<file path="src/rtl/multicycle_controller.sv">
// Multi-cycle instruction sequencer: owns PC/IR and steps each instruction
// through FETCH, DECODE, EXEC, MEM and WB with a timed data-memory handshake.
module multicycle_controller #(
  parameter int unsigned     PC_W        = 32,
  parameter logic [PC_W-1:0] RESET_PC    = '0,
  parameter int unsigned     MEM_TIMEOUT = 15
) (
  input  logic            clk,
  input  logic            rst_n,
  input  logic            start,
  input  logic [31:0]     instr,
  input  logic [7:0]      ctrl,
  input  logic            alu_zero,
  input  logic            mem_ready,
  output logic [PC_W-1:0] pc,
  output logic [31:0]     ir,
  output logic [1:0]      alu_op,
  output logic            reg_write,
  output logic            mem_req,
  output logic            mem_we,
  output logic [2:0]      state,
  output logic            busy,
  output logic            halted,
  output logic            fault,
  output logic [31:0]     instr_count
);

  typedef enum logic [2:0] {
    IDLE   = 3'd0,
    FETCH  = 3'd1,
    DECODE = 3'd2,
    EXEC   = 3'd3,
    MEM    = 3'd4,
    WB     = 3'd5,
    HALT   = 3'd6
  } state_e;

  localparam logic [7:0] TMO_LAST = 8'(MEM_TIMEOUT - 1);

  state_e          state_q, state_d;
  logic [PC_W-1:0] pc_q, pc_d;
  logic [31:0]     ir_q, ir_d;
  logic [7:0]      ctrl_q, ctrl_d;
  logic [7:0]      tmo_q, tmo_d;
  logic            fault_q, fault_d;
  logic [31:0]     cnt_q, cnt_d;
  logic [PC_W-1:0] pc_inc;
  logic [PC_W-1:0] pc_br;
  logic            retire;

  assign pc_inc = pc_q + PC_W'(1);
  assign pc_br  = pc_inc + PC_W'($signed(ir_q[15:0]));

  always_comb begin
    state_d = state_q;
    pc_d    = pc_q;
    ir_d    = ir_q;
    ctrl_d  = ctrl_q;
    tmo_d   = tmo_q;
    fault_d = fault_q;
    case (state_q)
      IDLE: if (start) state_d = FETCH;
      FETCH: begin
        ir_d    = instr;
        state_d = DECODE;
      end
      DECODE: begin
        ctrl_d  = ctrl;
        state_d = ctrl[5] ? HALT : EXEC;
      end
      EXEC: begin
        if (ctrl_q[4]) begin
          pc_d    = PC_W'(ir_q[25:0]);
          state_d = FETCH;
        end else if (ctrl_q[3]) begin
          pc_d    = alu_zero ? pc_br : pc_inc;
          state_d = FETCH;
        end else if (ctrl_q[1] || ctrl_q[2]) begin
          tmo_d   = '0;
          state_d = MEM;
        end else if (ctrl_q[0]) begin
          state_d = WB;
        end else begin
          pc_d    = pc_inc;
          state_d = FETCH;
        end
      end
      MEM: begin
        if (mem_ready) begin
          tmo_d = '0;
          if (ctrl_q[1]) begin
            state_d = WB;
          end else begin
            pc_d    = pc_inc;
            state_d = FETCH;
          end
        end else if (tmo_q == TMO_LAST) begin
          fault_d = 1'b1;
          state_d = HALT;
        end else begin
          tmo_d = tmo_q + 8'd1;
        end
      end
      WB: begin
        pc_d    = pc_inc;
        state_d = FETCH;
      end
      HALT: state_d = HALT;
      default: begin
        fault_d = 1'b1;
        state_d = HALT;
      end
    endcase
  end

  // An instruction retires exactly when the sequencer loops back to FETCH.
  assign retire = (state_d == FETCH) &&
                  (state_q == EXEC || state_q == MEM || state_q == WB);
  assign cnt_d  = cnt_q + {31'd0, retire};

  always_ff @(posedge clk or negedge rst_n) begin
    if (!rst_n) begin
      state_q <= IDLE;
      pc_q    <= RESET_PC;
      ir_q    <= '0;
      ctrl_q  <= '0;
      tmo_q   <= '0;
      fault_q <= 1'b0;
      cnt_q   <= '0;
    end else begin
      state_q <= state_d;
      pc_q    <= pc_d;
      ir_q    <= ir_d;
      ctrl_q  <= ctrl_d;
      tmo_q   <= tmo_d;
      fault_q <= fault_d;
      cnt_q   <= cnt_d;
    end
  end

  assign pc          = pc_q;
  assign ir          = ir_q;
  assign state       = state_q;
  assign alu_op      = (state_q == EXEC || state_q == MEM) ? ctrl_q[7:6] : 2'b00;
  assign reg_write   = (state_q == WB);
  assign mem_req     = (state_q == MEM);
  assign mem_we      = (state_q == MEM) && ctrl_q[2];
  assign busy        = (state_q != IDLE) && (state_q != HALT);
  assign halted      = (state_q == HALT);
  assign fault       = fault_q;
  assign instr_count = cnt_q;

endmodule

</file>
<file path="config.mk">
export PLATFORM = sky130hd
export DESIGN_NAME = multicycle_controller
export DESIGN_NICKNAME = d
export VERILOG_FILES = /design/src/rtl/multicycle_controller.sv
export SDC_FILE = /design/constraint.sdc
export NUM_CORES = 1
export LEC_CHECK = 0
export ABC_AREA = 0
export CAP_MARGIN = 20
export CORE_ASPECT_RATIO = 0.7
export CORE_UTILIZATION = 34
export CTS_BUF_LIST = sky130_fd_sc_hd__clkbuf_4
export DETAILED_ROUTE_END_ITERATION = 7
export GPL_TIMING_DRIVEN = 0
export PLACE_DENSITY = 0.58
export REMOVE_ABC_BUFFERS = 1
export SYNTH_ARGS = -nofsm -noshare
export SYNTH_HDL_FRONTEND = slang
export SYNTH_SLANG_ARGS = --single-unit
</file>
<file path="constraint.sdc">
create_clock -name clk -period 4.3 [get_ports clk]
set_input_delay 0.43 -clock clk [delete_from_list [all_inputs] [get_ports clk]]
set_output_delay 0.43 -clock clk [all_outputs]
set_load 0.02 [all_outputs]
</file>
==> out/results.ini <==
[status]
status = finished, final reports clean

[sta]
tightestPinTransition_ns = 1.10
finalHoldViolations = 0
final_max_slew_viol_count = 0
whs_ns = 0.331
final.period_utilization_pct = 95.4
fmax_mhz = 244
relSlewSlack_pct = 26.7
totalNegativeSetupSlack_ns = 0
clock_skew_ns = 0.0188
finalCriticalPeriod_ns = 4.10
setup_violations = 0

[detailed_routing]
viasPerCell = 5.52
vias = 7451
dr.pass1.iters = 5
wl_um = 25500
drc = 0
antenna_left = 0
wl_per_cell_um = 18.9
drt_iter0_markers = 598

[layout]
drive_gt1_share_pct = 10.2
diodes = 0
fin_area_um2 = 10200
multiInputGateArea_um2 = 4970
instances_no_fill = 1351
fillers = 2273
register_area_um2 = 2880
syn_to_final_growth_pct = 26.0
nets = 1119

[clocking]
cts_buffer_depth = 2
htreeDepth = 4
cts_tree = yes
post_cts_buffers = 0
cts_buffers = 17
cts.sinks = 115
clock-root-buffer = clkbuf_4
clk_latency_ns = 0.56
cts.clk_slew.worst_paths_ns = 0.11

[grt]
grt_pass1_vias = 6760
gr-max-usage-layer = met1
antenna_found_initial = 1
met3_usage_pct = 5.93
grt_first_pass_wirelength_um = 39300
met2_usage_pct = 28.3
grt_max_degree = 77
met1_usage_pct = 33.6
track_usage_pct = 21.4
grt-ovfl-total = 0

[placed_design]
place_congestion = 0.913
dp.cells = 1320
dpl.hpwl_um = 18600
placed_area_um2 = 9920
numPortBuffers = 151

[power_and_ir_drop]
p_leak_nw = 4.27
p_per_area_nw_per_um2 = 862
max-vdd-ir-drop_v = 0.000406
power_w = 0.00876

[synth]
ys_async_sr_fraction_pct = 100
synth-edff-count = 0
synth-seq-cells = 115
synth.avg_cell_area_um2 = 9.10
synth_cell_types = 79
synth_seq_area_share_pct = 35.7
synth_cells = 886
yosys_warnings = 0
ys.flop_type = dfrtp_1
syn_area_um2 = 8060

[floorplanning]
ios = 152
start_util_pct = 35.1
die_w_um = 186
fp.dieArea_um2 = 24300
rows = 46
coreArea_um2 = 23000
fp.dieH_um = 131

[critical_path]
end_kind = flip-flop
crit_path_max_fanout = 8
crit_top_cell = and4_4
worstSetupPathType = flip-flop to flip-flop
cpPeakStageDelay_ns = 0.50
crit_required_ns = 4.76
start_kind = flip-flop
path_cells = and4_4, and4_4, and2_4, and3_4, nand3_1, xnor2_1, ha_1, and2_1, a21boi_1, o2111ai_1, a31oi_1, nor3_1, or3b_1, a311oi_1
critPathArrivalTime_ns = 4.57
cp_slowest_cell = dfrtp_1

[run]
maxCapViolCount = 0

[worst_hold_path]
min_path_type = input pin to async pin

==> area by class of cell <==
cell class                 instances  share of cell area (%)
sequential                       115                    28.4
multi-input combinational        718                    49.0
clock buffer                      21                    1.55
inverter                          17                   0.702
clock inverter                     8                   0.407
tap                              312                    3.84
timing repair buffer             160                    16.1
==> logic make-up (layout without fill, tap and decap cells) <==
family	Yosys count	after routing	synth area share (%)
simple gates	312	312	20.2
compound gates	229	229	18.6
flops	115	115	35.7
xor+xnor	89	89	9.67
buf+inv	53	206	2.78
fa+ha+maj	45	45	7.08
mux	43	43	5.96
==> sequential cells by signal, indices dropped and copies added, names as in the netlist <==
name and cells:
ctrl_q 7, fault 1, instr_count 32, ir 32, pc 32, state 3
tmo_q 8
==> synth_stat cells (all sizes together), types with 3 or more instances <==
library cell / instances / area (um^2)
clkbuf: 16 / 60.1
a21o: 24 / 180
and4: 7 / 71.3
a21oi: 53 / 269
xor2: 41 / 359
and2: 10 / 65.1
o22ai: 14 / 87.6
or3: 4 / 25.0
o311ai: 3 / 26.3
a22oi: 5 / 37.5
nor2b: 7 / 43.8
mux2i: 3 / 30.0
o211ai: 5 / 37.5
inv: 17 / 63.8
nand3b: 3 / 22.5
a2bb2oi: 4 / 41.3
nand3: 41 / 223
o21bai: 5 / 37.5
nor2: 73 / 282
a221oi: 5 / 43.8
a222oi: 3 / 30.0
nor4: 8 / 71.3
xnor2: 48 / 420
and3: 25 / 163
a31o: 3 / 26.3
a211oi: 10 / 80.1
o221ai: 4 / 35.0
o41ai: 4 / 35.0
dfrtp: 115 / 2880
o21ai: 53 / 265
nand4: 18 / 134
a211o: 3 / 26.3
nand2b: 6 / 37.5
nand2: 79 / 297
nor3: 23 / 125
ha: 44 / 551
o31ai: 3 / 22.5
mux2: 40 / 450
a31oi: 10 / 62.6
buf: 20 / 100
==> metal layers <==
| layer | wire (um) | share of wire (%) | up-vias |
|---|---|---|---|
| met3 | 2060 | 8.1 | 18 |
| met2 | 9980 | 39 | 292 |
| met4 | 314 | 1.2 | 0 |
| met1 | 13100 | 51 | 3580 |
| li1 | - | - | 3561 |
| met5 | 0 | 0 | - |
==> path summary, 6_finish.rpt <==
check / start / endpoint / slack, ns / depth (start not counted)
worst max-delay path: pc[2] / pc[31] / 0.20 / 14
worst min-delay path: rst_n / pc[28] / 0.33 / 2
worst max register to register: pc[2] / pc[31] / 0.20 / 14
worst min register to register: instr_count[31] / instr_count[31] / 0.48 / 1
max in group asynchronous: rst_n / ctrl_q[4] / 3.23 / 3
min in group clk: ctrl[4] / ctrl_q[4] / 0.43 / 3
==> report_power, final <==
part / switching (W) / internal (W) / total (W)
Combinational: 0.00341 / 0.00258 / 0.00599
Sequential: 0.000636 / 0.00147 / 0.00211
Clock: 0.000418 / 0.000236 / 0.000653
==> layout by cell type, fill, tap and decap left out, drive strengths merged, types with 4 or more instances in the layout <==
master	instances
and4	7
ha	44
a22oi	5
o211ai	5
nand2	79
a211oi	10
o22ai	14
nor2b	7
o221ai	4
o21ai	53
mux2	40
a2bb2oi	4
nand3	41
a21o	24
nor2	73
a31oi	10
buf	9
clkinv	8
clkdlybuf4s50	150
nand4	18
o21bai	5
nor4	8
and3	25
nand2b	6
a221oi	5
xor2	41
clkbuf	21
nor3	23
or3	4
xnor2	48
dfrtp	115
and2	10
o41ai	4
a21oi	53
inv	17
==> through the flow <==
stage               setup slack (ns)  util [%]
floorplan                      0.382         -
global placement               -2.07      42.7
detailed placement            -0.409      43.2
CTS                            0.120      44.1
global route                -0.00318      44.2
finish                         0.199      44.2
==> what timing repair did <==
action / CTS / global route
setup endpoints to repair: 12 / 14
endpoints found under the hold margin: 39 / 0
pin swaps: 0 / 0
resized for setup: 2 / 7
hold buffers: 1 / 0
==> critical path: cells and delay by family (launching register included) <==
kind / cells / cell delay, ns
flip-flops: 1 / 0.50
AND/OR/NAND/NOR: 8 / 1.93
adder cells (fa/ha/maj): 1 / 0.35
XOR/XNOR: 1 / 0.19
AO/OA/AOI/OAI: 4 / 1.03
(Power assumes the default switching activity.)
